$ cat src/rtl/nn_link_pkg.sv
// Shared opcode/state types and default port widths for the accelerator link master.
package nn_link_pkg;

  localparam int NN_MM_DEPTH = 16;
  localparam int NN_MM_SIZE  = 16;

  typedef enum logic [1:0] {
    OP_WRITE = 2'd0,
    OP_READ  = 2'd1,
    OP_WAIT  = 2'd2,
    OP_RSVD  = 2'd3
  } nn_link_op_t;

  typedef enum logic [2:0] {
    IDLE,
    WRITE,
    READ,
    RESP,
    WAIT
  } nn_link_state_t;

  function automatic int max_int(input int a, input int b);
    return (a > b) ? a : b;
  endfunction

endpackage

$ cat src/rtl/nn_link_master.sv
// Purpose: command-stream initiator driving the accelerator write/read port.
// Latency: write strobe 1 cycle after accept; read response READ_LATENCY+1 cycles after accept.
// Backpressure: cmd_ready low outside IDLE, writes stall on nn_busy, rsp held until rsp_ready; NN_LINK_TIMEOUT_EN adds a busy watchdog.
module nn_link_master
  import nn_link_pkg::*;
#(
  parameter int MM_DEPTH       = NN_MM_DEPTH,
  parameter int MM_SIZE        = NN_MM_SIZE,
  parameter int READ_LATENCY   = 1,
  parameter int WAIT_WIDTH     = 16,
  parameter int TIMEOUT_CYCLES = 1024
) (
  input  logic                clk,
  input  logic                reset,
  input  logic                cmd_valid,
  output logic                cmd_ready,
  input  logic [1:0]          cmd_op,
  input  logic [MM_DEPTH-1:0] cmd_addr,
  input  logic [MM_SIZE-1:0]  cmd_data,
  output logic                rsp_valid,
  input  logic                rsp_ready,
  output logic [MM_DEPTH-1:0] rsp_addr,
  output logic [MM_SIZE-1:0]  rsp_data,
  output logic                nn_write_enable,
  output logic [MM_DEPTH-1:0] nn_write_addr,
  output logic [MM_SIZE-1:0]  nn_write_data,
  input  logic                nn_busy,
  output logic [MM_DEPTH-1:0] nn_read_addr,
  input  logic [MM_SIZE-1:0]  nn_read_data,
  output logic                idle,
  output logic                error
);

  // One down-counter serves read latency, wait count and busy watchdog.
  localparam int CNT_W = max_int(WAIT_WIDTH,
                                 max_int($clog2(TIMEOUT_CYCLES + 1), $clog2(READ_LATENCY + 1)));
  localparam logic [CNT_W-1:0] CNT_ONE = CNT_W'(1);

  nn_link_op_t    op;
  nn_link_state_t state_q, state_d;
  logic [CNT_W-1:0]    cnt_q, cnt_d;
  logic [MM_DEPTH-1:0] addr_q, rd_addr_q, rsp_addr_q;
  logic [MM_SIZE-1:0]  data_q, rsp_data_q;
  logic                latch_cmd;
  logic                capture;
  logic                timeout;

  assign op = nn_link_op_t'(cmd_op);

  always_comb begin
    state_d         = state_q;
    cnt_d           = cnt_q;
    latch_cmd       = 1'b0;
    capture         = 1'b0;
    timeout         = 1'b0;
    cmd_ready       = 1'b0;
    nn_write_enable = 1'b0;
    case (state_q)
      IDLE: begin
        cmd_ready = 1'b1;
        if (cmd_valid) begin
          latch_cmd = 1'b1;
          case (op)
            OP_WRITE: begin
              state_d = WRITE;
`ifdef NN_LINK_TIMEOUT_EN
              cnt_d   = CNT_W'(TIMEOUT_CYCLES);
`endif
            end
            OP_READ: begin
              state_d = READ;
              cnt_d   = CNT_W'(READ_LATENCY);
            end
            OP_WAIT: begin
              state_d = WAIT;
              cnt_d   = CNT_W'(cmd_data[WAIT_WIDTH-1:0]);
            end
            default: ;
          endcase
        end
      end
      WRITE: begin
        if (!nn_busy) begin
          nn_write_enable = 1'b1;
          state_d         = IDLE;
        end
`ifdef NN_LINK_TIMEOUT_EN
        else if (cnt_q == CNT_ONE) begin
          // Watchdog expired: drop the write without a strobe.
          timeout = 1'b1;
          state_d = IDLE;
        end else begin
          cnt_d = cnt_q - CNT_ONE;
        end
`endif
      end
      READ: begin
        if (cnt_q == '0) begin
          capture = 1'b1;
          state_d = RESP;
        end else begin
          cnt_d = cnt_q - CNT_ONE;
        end
      end
      RESP: begin
        if (rsp_ready) state_d = IDLE;
      end
      WAIT: begin
        // A zero count still costs one cycle, same as a count of one.
        if (cnt_q <= CNT_ONE) state_d = IDLE;
        else                  cnt_d   = cnt_q - CNT_ONE;
      end
      default: state_d = IDLE;
    endcase
  end

  always_ff @(posedge clk or negedge reset) begin
    if (!reset) begin
      state_q    <= IDLE;
      cnt_q      <= '0;
      addr_q     <= '0;
      data_q     <= '0;
      rd_addr_q  <= '0;
      rsp_addr_q <= '0;
      rsp_data_q <= '0;
    end else begin
      state_q <= state_d;
      cnt_q   <= cnt_d;
      if (latch_cmd) begin
        addr_q <= cmd_addr;
        data_q <= cmd_data;
      end
      if (latch_cmd && op == OP_READ) rd_addr_q <= cmd_addr;
      if (capture) begin
        rsp_data_q <= nn_read_data;
        rsp_addr_q <= addr_q;
      end
    end
  end

`ifdef NN_LINK_TIMEOUT_EN
  logic error_q;
  always_ff @(posedge clk or negedge reset) begin
    if (!reset)       error_q <= 1'b0;
    else if (timeout) error_q <= 1'b1;
  end
  assign error = error_q;
`else
  assign error = 1'b0;
`endif

  assign rsp_valid     = (state_q == RESP);
  assign rsp_addr      = rsp_addr_q;
  assign rsp_data      = rsp_data_q;
  assign nn_write_addr = addr_q;
  assign nn_write_data = data_q;
  assign nn_read_addr  = rd_addr_q;
  assign idle          = (state_q == IDLE) && !rsp_valid;

endmodule

$ cat config.mk
export PLATFORM = sky130hd
export DESIGN_NAME = nn_link_master
export DESIGN_NICKNAME = d
export VERILOG_FILES = /design/src/rtl/nn_link_pkg.sv /design/src/rtl/nn_link_master.sv
export SDC_FILE = /design/constraint.sdc
export NUM_CORES = 1
export LEC_CHECK = 0
export ABC_CLOCK_PERIOD_IN_PS = 2350
export CORE_MARGIN = 4
export CORE_UTILIZATION = 40
export DETAILED_ROUTE_END_ITERATION = 12
export MAX_ROUTING_LAYER = met4
export PLACE_DENSITY = 0.7
export SLEW_MARGIN = 20
export SYNTH_ARGS = -nofsm -noshare
export SYNTH_HDL_FRONTEND = slang
export SYNTH_SLANG_ARGS = --single-unit
export TNS_END_PERCENT = 10
$ cat constraint.sdc
create_clock -name clk -period 2.35 [get_ports clk]
set_input_delay 0.47 -clock clk [delete_from_list [all_inputs] [get_ports clk]]
set_output_delay 0.47 -clock clk [all_outputs]
set_load 0.005 [all_outputs]
==> flow_summary_export.csv, run 1 <==
group,metric,value,unit
synth,synth_cells,417,
clocking,clock_latency,360,ps
setup_path,cp.required,1880,ps
synth,ys_seq_area_frac,0.557,
global_routing,gr-total-overflow,0,
floorplan,fp.dieH,113,um
flow_run,maxCapViolCount,0,
floorplan,start_util,0.409,
synth,synth.avg_cell_area,10.7,um^2
detailed_routing,initialDrtViolationCount,98,
clocking,tritoncts,"yes",
sta,setup_viol,0,
finish,stdcell_count,709,
placed_design,place.gp.congestion,0.801,
sta,period_minus_slack,2240,ps
clocking,cts_root_buffer,"clkbuf_8",
outcome,status,"finished clean",
finish,area_growth,41.6,%
global_routing,grt_usage,0.194,
synth,netlist_top_cells_count,"101 x nand2_1, 99 x dfrtp_1, 41 x mux2_2",
clocking,post-cts-setup-buffer-count,0,
placed_design,place_area,0.00610,mm^2
synth,ys.warnings.count,0,
sta,slew_viol_final,0,
synth,synth.distinct_cells,49,
detailed_routing,dr.pass1.iters,4,
synth,yosysTopAreaCellShare,0.557,
setup_path,cp_slowest_cell,"clkdlybuf4s50_1",
synth,ys.flop_type,"dfrtp_1",
sta,hold_viol,0,
sta,worst_slew_pin_slew,751,ps
sta,rsz0062_at_grt,"no",
detailed_routing,viasPerCell,5.19,
global_routing,grt_pass1_vias,3930,
synth,syn_area,0.00445,mm^2
detailed_routing,drc,0,
setup_path,cp_slowest_stage_delay,550,ps
synth,synth_top_cell_by_area,"dfrtp_1",
setup_path,cp-startpoint,"state_q[2]",
setup_path,endpoint_kind,"output pin",
min_path,hp-class,"input port to asynchronous set/reset pin",
clocking,cts_buffers,9,
sta,period_share,0.955,
sta,timing.fmax,445,MHz
setup_path,crit_chain,"buf_4 -> nor4b_1 -> clkdlybuf4s50_1",
setup_path,reg2regPathDepth,4,
setup_path,crit_path_start_kind,"register",
floorplan,rows,38,
global_routing,antenna_found_initial,0,
placed_design,io_buffers,138,
pwr,p_leak,2.75,nW
synth,ys_ff_latch,99,
clocking,cts_max_level,3,
pwr,vdd_drop_max,0.654,mV
clocking,cts.path.max_buffers,2,
setup_path,crit_family,"buffers and inverters",
clocking,clkTransAtPathRegs,90,ps
finish,final_area,0.00630,mm^2
synth,synth-async-reset-ratio,1.00,
detailed_routing,wl,11700,um
floorplan,io_pins,140,
floorplan,coreArea,0.0109,mm^2
pwr,p_per_area,1170,mW/mm^2
detailed_routing,vias,3680,
synth,synth_edf_count,0,
finish,drive_above_1_share,0.169,
detailed_routing,post_drt_wl_per_cell,16.6,um
sta,slew_headroom,0.499,
global_routing,grt_max_degree,50,
detailed_routing,final_antenna_net_count,0,
floorplan,die-width,113,um
setup_path,worstSetupPathType,"register to output pin",
setup_path,r2r-start,"cnt_q[6]",
placed_design,dp.cells,693,
finish,antennaDiodeCount,0,
clocking,numClockSinks,99,
floorplan,die_area,0.0129,mm^2
sta,finalClockSkew,6.05,ps
setup_path,cp.depth,3,
setup_path,cp_max_fo,8,
setup_path,cp_num_buf_inv,2,
synth,synth_area_leaders,"dfrtp_1 56%, mux2_2 10%, nand2_1 8.5%, a31oi_1 2.0%, a21oi_1 1.9%",
placed_design,hpwl,8530,um
synth,syn_nets,478,
setup_path,arrival,1770,ps
global_routing,grt_pass1_wl,19300,um
synth,yosysMostFrequentCell,"nand2_1",
finish,nNetsFinal,625,
metrics by stage:
stage / worst slack, ps / setup TNS (ps) / utilization / power (mW) / hold slack [ps]
finish: 105 / 0 / 0.579 / 7.36 / 117
global route: 5.41 / 0 / 0.579 / 7.88 / 152
CTS: 32.1 / 0 / 0.575 / 7.36 / 132
detailed placement: -87.5 / -211 / 0.560 / 6.38 / 466
global placement: -39.3 / -39.3 / 0.560 / 6.27 / 458
floorplan: 307 / 0 / - / 4.46 / 174
timing repair:
item,4_1_cts,5_1_grt
hold buffers,0,0
setup endpoints to repair,16,40
gates resized for setup,3,10
endpoints found under the hold margin,0,0
per-layer routing:
| metal | track usage | share of wire |
|---|---|---|
| met5 | - | 0 |
| met4 | 0.0593 | 0.019 |
| met3 | 0.0690 | 0.084 |
| met2 | 0.318 | 0.50 |
| met1 | 0.225 | 0.40 |
area by class of cell:
cell class              count  area [um^2]
clock buffers              11          131
clock inverters             5         30.0
fillers                   922         4580
inverters                   8         30.0
multi-input cells         283         1840
flip-flops and latches     99         2480
well taps                 140          175
repair buffers            163         1620
cells in the final DEF (no fill, tap or decap), types with 2 or more instances in the layout:
| cell | netlist | final |
|---|---|---|
| clkdlybuf4s50_1 | 0 | 136 |
| nand2_1 | 101 | 101 |
| dfrtp_1 | 99 | 98 |
| mux2_2 | 41 | 41 |
| buf_4 | 3 | 21 |
| a21oi_1 | 17 | 17 |
| nor2_1 | 18 | 16 |
| a31oi_1 | 14 | 14 |
| o21ai_0 | 9 | 9 |
| clkbuf_8 | 0 | 9 |
| inv_1 | 8 | 8 |
| nor3_1 | 9 | 8 |
| o31ai_1 | 7 | 7 |
| mux2_1 | 7 | 7 |
| o21ai_1 | 6 | 6 |
| ha_1 | 6 | 6 |
| and3_1 | 5 | 5 |
| nor4_1 | 4 | 4 |
| buf_12 | 0 | 4 |
| nor2_2 | 1 | 3 |
| o31a_1 | 3 | 3 |
| clkinv_2 | 0 | 3 |
| or3_1 | 2 | 2 |
| nand2b_1 | 2 | 2 |
| o22a_1 | 2 | 2 |
| clkbuf_1 | 12 | 2 |
| clkinvlp_4 | 0 | 2 |
power breakdown:
| group | total, mW | internal [mW] | leakage [nW] | switching [mW] |
|---|---|---|---|---|
| Sequential | 2.85 | 2.37 | 1.18 | 0.477 |
| Combinational | 3.55 | 2.04 | 1.49 | 1.51 |
| Clock | 0.955 | 0.381 | 0.0791 | 0.574 |
cell families (layout without fill, tap and decap cells):
group	Yosys count	count (layout)	synth area share
xor+xnor	1	1	0.00197
fa+ha+maj	6	6	0.0169
simple gates	158	158	0.161
flops	99	99	0.557
buf+inv	35	187	0.0396
mux	49	49	0.124
compound gates	68	68	0.0990
other cells	1	1	0.000843
flip-flops by register name (all words and copies together), names as in the netlist:
| register | count |
|---|---|
| cnt_q | 16 |
| rsp_data | 16 |
| state_q | 3 |
| nn_read_addr | 16 |
| rsp_addr | 16 |
| nn_write_data | 16 |
| nn_write_addr | 16 |
worst paths after layout:
check	endpoint	slack (ps)
worst max-delay path	nn_write_enable	110
worst min-delay path	nn_read_addr[7]	120
min in group clk	rsp_data[12]	480
max in group asynchronous	rsp_addr[11]	1540
worst max register to register	cnt_q[0]	130
worst min register to register	rsp_data[12]	480
Power figures use the tool's default switching activity.
==> inputs of run 2 (changes only) <==
--- a/config.mk
+++ b/config.mk
@@ -6,7 +6,6 @@
 export NUM_CORES = 1
 export LEC_CHECK = 0
 export ABC_CLOCK_PERIOD_IN_PS = 2350
-export CORE_MARGIN = 4
 export CORE_UTILIZATION = 40
 export DETAILED_ROUTE_END_ITERATION = 12
 export MAX_ROUTING_LAYER = met4
==> flow_summary_export.csv, run 2 (synthesis gave the netlist of run 1 again) <==
group,metric,value,unit
floorplan,io_pins,140,
clocking,cts_buffers,9,
pwr,p_leak,2.77,nW
detailed_routing,drc,0,
detailed_routing,dr.pass1.iters,4,
setup_path,worstSetupPathType,"register to output pin",
finish,final_area,0.00632,mm^2
clocking,cts_root_buffer,"clkbuf_8",
sta,setup_slack,79.0,ps
sta,rsz0062_at_grt,"yes",
min_path,hp-class,"input port to asynchronous set/reset pin",
floorplan,die_area,0.0116,mm^2
finish,drive_above_1_share,0.167,
sta,slew_viol_final,0,
finish,layout_commonest_cell,"clkdlybuf4s50_1",
sta,setup_tns,0,ps
setup_path,arrival,1800,ps
detailed_routing,post_drt_wl_per_cell,16.0,um
sta,period_share,0.966,
global_routing,gr-total-overflow,0,
global_routing,grt_usage,0.214,
pwr,p_per_area,1180,mW/mm^2
placed_design,place.gp.congestion,0.833,
clocking,tritoncts,"yes",
clocking,cts_hold_buf,0,
sta,period_minus_slack,2270,ps
floorplan,coreArea,0.0108,mm^2
finish,nNetsFinal,626,
finish,area_growth,42.0,%
setup_path,cp_slowest_cell,"clkdlybuf4s50_1",
setup_path,cp_max_fo,8,
pwr,vdd_drop_max,0.712,mV
flow_run,maxCapViolCount,0,
detailed_routing,final_antenna_net_count,0,
placed_design,dp_slack,-34.4,ps
global_routing,grt_pass1_vias,3668,
placed_design,place_area,0.00608,mm^2
finish,final_cell_mix,"136 x clkdlybuf4s50_1, 101 x nand2_1, 98 x dfrtp_1",
floorplan,rows,38,
global_routing,antenna_found_initial,0,
floorplan,start_util,0.411,
detailed_routing,wl,11400,um
outcome,status,"finished clean",
clocking,clock_latency,380,ps
sta,slew_headroom,0.525,
placed_design,io_buffers,138,
sta,setup_viol,0,
finish,antennaDiodeCount,0,
setup_path,cp_slowest_stage_delay,510,ps
sta,timing.fmax,440,MHz
setup_path,cp.required,1880,ps
global_routing,grt_max_degree,47,
clocking,cts_max_level,3,
floorplan,die-width,107,um
setup_path,crit_chain,"buf_4 -> or2_1 -> nor2_1 -> clkdlybuf4s50_1",
detailed_routing,vias,3626,
sta,finalClockSkew,8.65,ps
setup_path,crit_path_start_kind,"register",
setup_path,endpoint_kind,"output pin",
sta,hold_viol,0,
detailed_routing,initialDrtViolationCount,184,
detailed_routing,viasPerCell,5.11,
clocking,clkTransAtPathRegs,100,ps
floorplan,fp.dieH,107,um
sta,worst_slew_pin_slew,707,ps
finish,nFillCells,951,
placed_design,hpwl,8050,um
global_routing,grt_pass1_wl,18500,um
clocking,numClockSinks,99,
clocking,cts.path.max_buffers,2,
run 2: per-layer routing:
metal  GRT usage  vias up  share of wire
li1            -     1731              -
met1       0.264     1740           0.43
met2       0.340      136           0.48
met3      0.0605       19          0.067
met4      0.0714        0          0.020
met5           -        -              0
run 2: per-stage QoR:
step | util | std cells | power, mW | hold WS (ps)
after floorplan | - | 417 | 4.46 | 174
after global placement | 0.561 | 692 | 6.18 | 430
after detailed placement | 0.561 | 692 | 6.29 | 429
after CTS | 0.579 | 708 | 7.41 | 8.76
after global routing | 0.583 | 710 | 7.96 | 16.7
final | 0.583 | 710 | 7.45 | 14.3
run 2: path summary, 6_finish.rpt:
path                             startpoint          endpoint  slack [ps]  cells after the start
worst max-delay path             state_q[2]              idle          80                      4
worst min-delay path                  reset  nn_read_addr[13]          10                      1
worst max register to register     cnt_q[0]         cnt_q[10]         150                      7
worst min register to register  rsp_data[3]       rsp_data[3]         480                      2
max in group asynchronous             reset         cnt_q[11]        1640                      2
min in group clk                rsp_data[3]       rsp_data[3]         480                      2
run 2: repair_timing:
item | 4_1_cts | 5_1_grt
buffers inserted | 0 | 2
resized for setup | 1 | 4
pin swaps | 0 | 1
setup endpoints to repair | 1 | 16
run 2: final cells by class:
class / instances / area [um^2] / share of cell area
clock inverter: 4 / 31.3 / 0.00495
multi-input combinational: 283 / 1810 / 0.287
clock buffer: 12 / 165 / 0.0261
inverter: 8 / 30.0 / 0.00475
timing repair buffer: 164 / 1630 / 0.257
sequential: 99 / 2480 / 0.392
tap: 140 / 175 / 0.0277
run 2: power by group:
part	total, mW	switching [mW]	internal [mW]	leakage, nW
clock network	1.09	0.610	0.478	0.0965
registers	2.86	0.489	2.37	1.18
logic	3.50	1.47	2.04	1.50
run 2: critical path, delay by kind of cell (launching register included):
family        cells  cell delay, ps
buf+inv           2             680
flops             1             390
simple gates      2             370
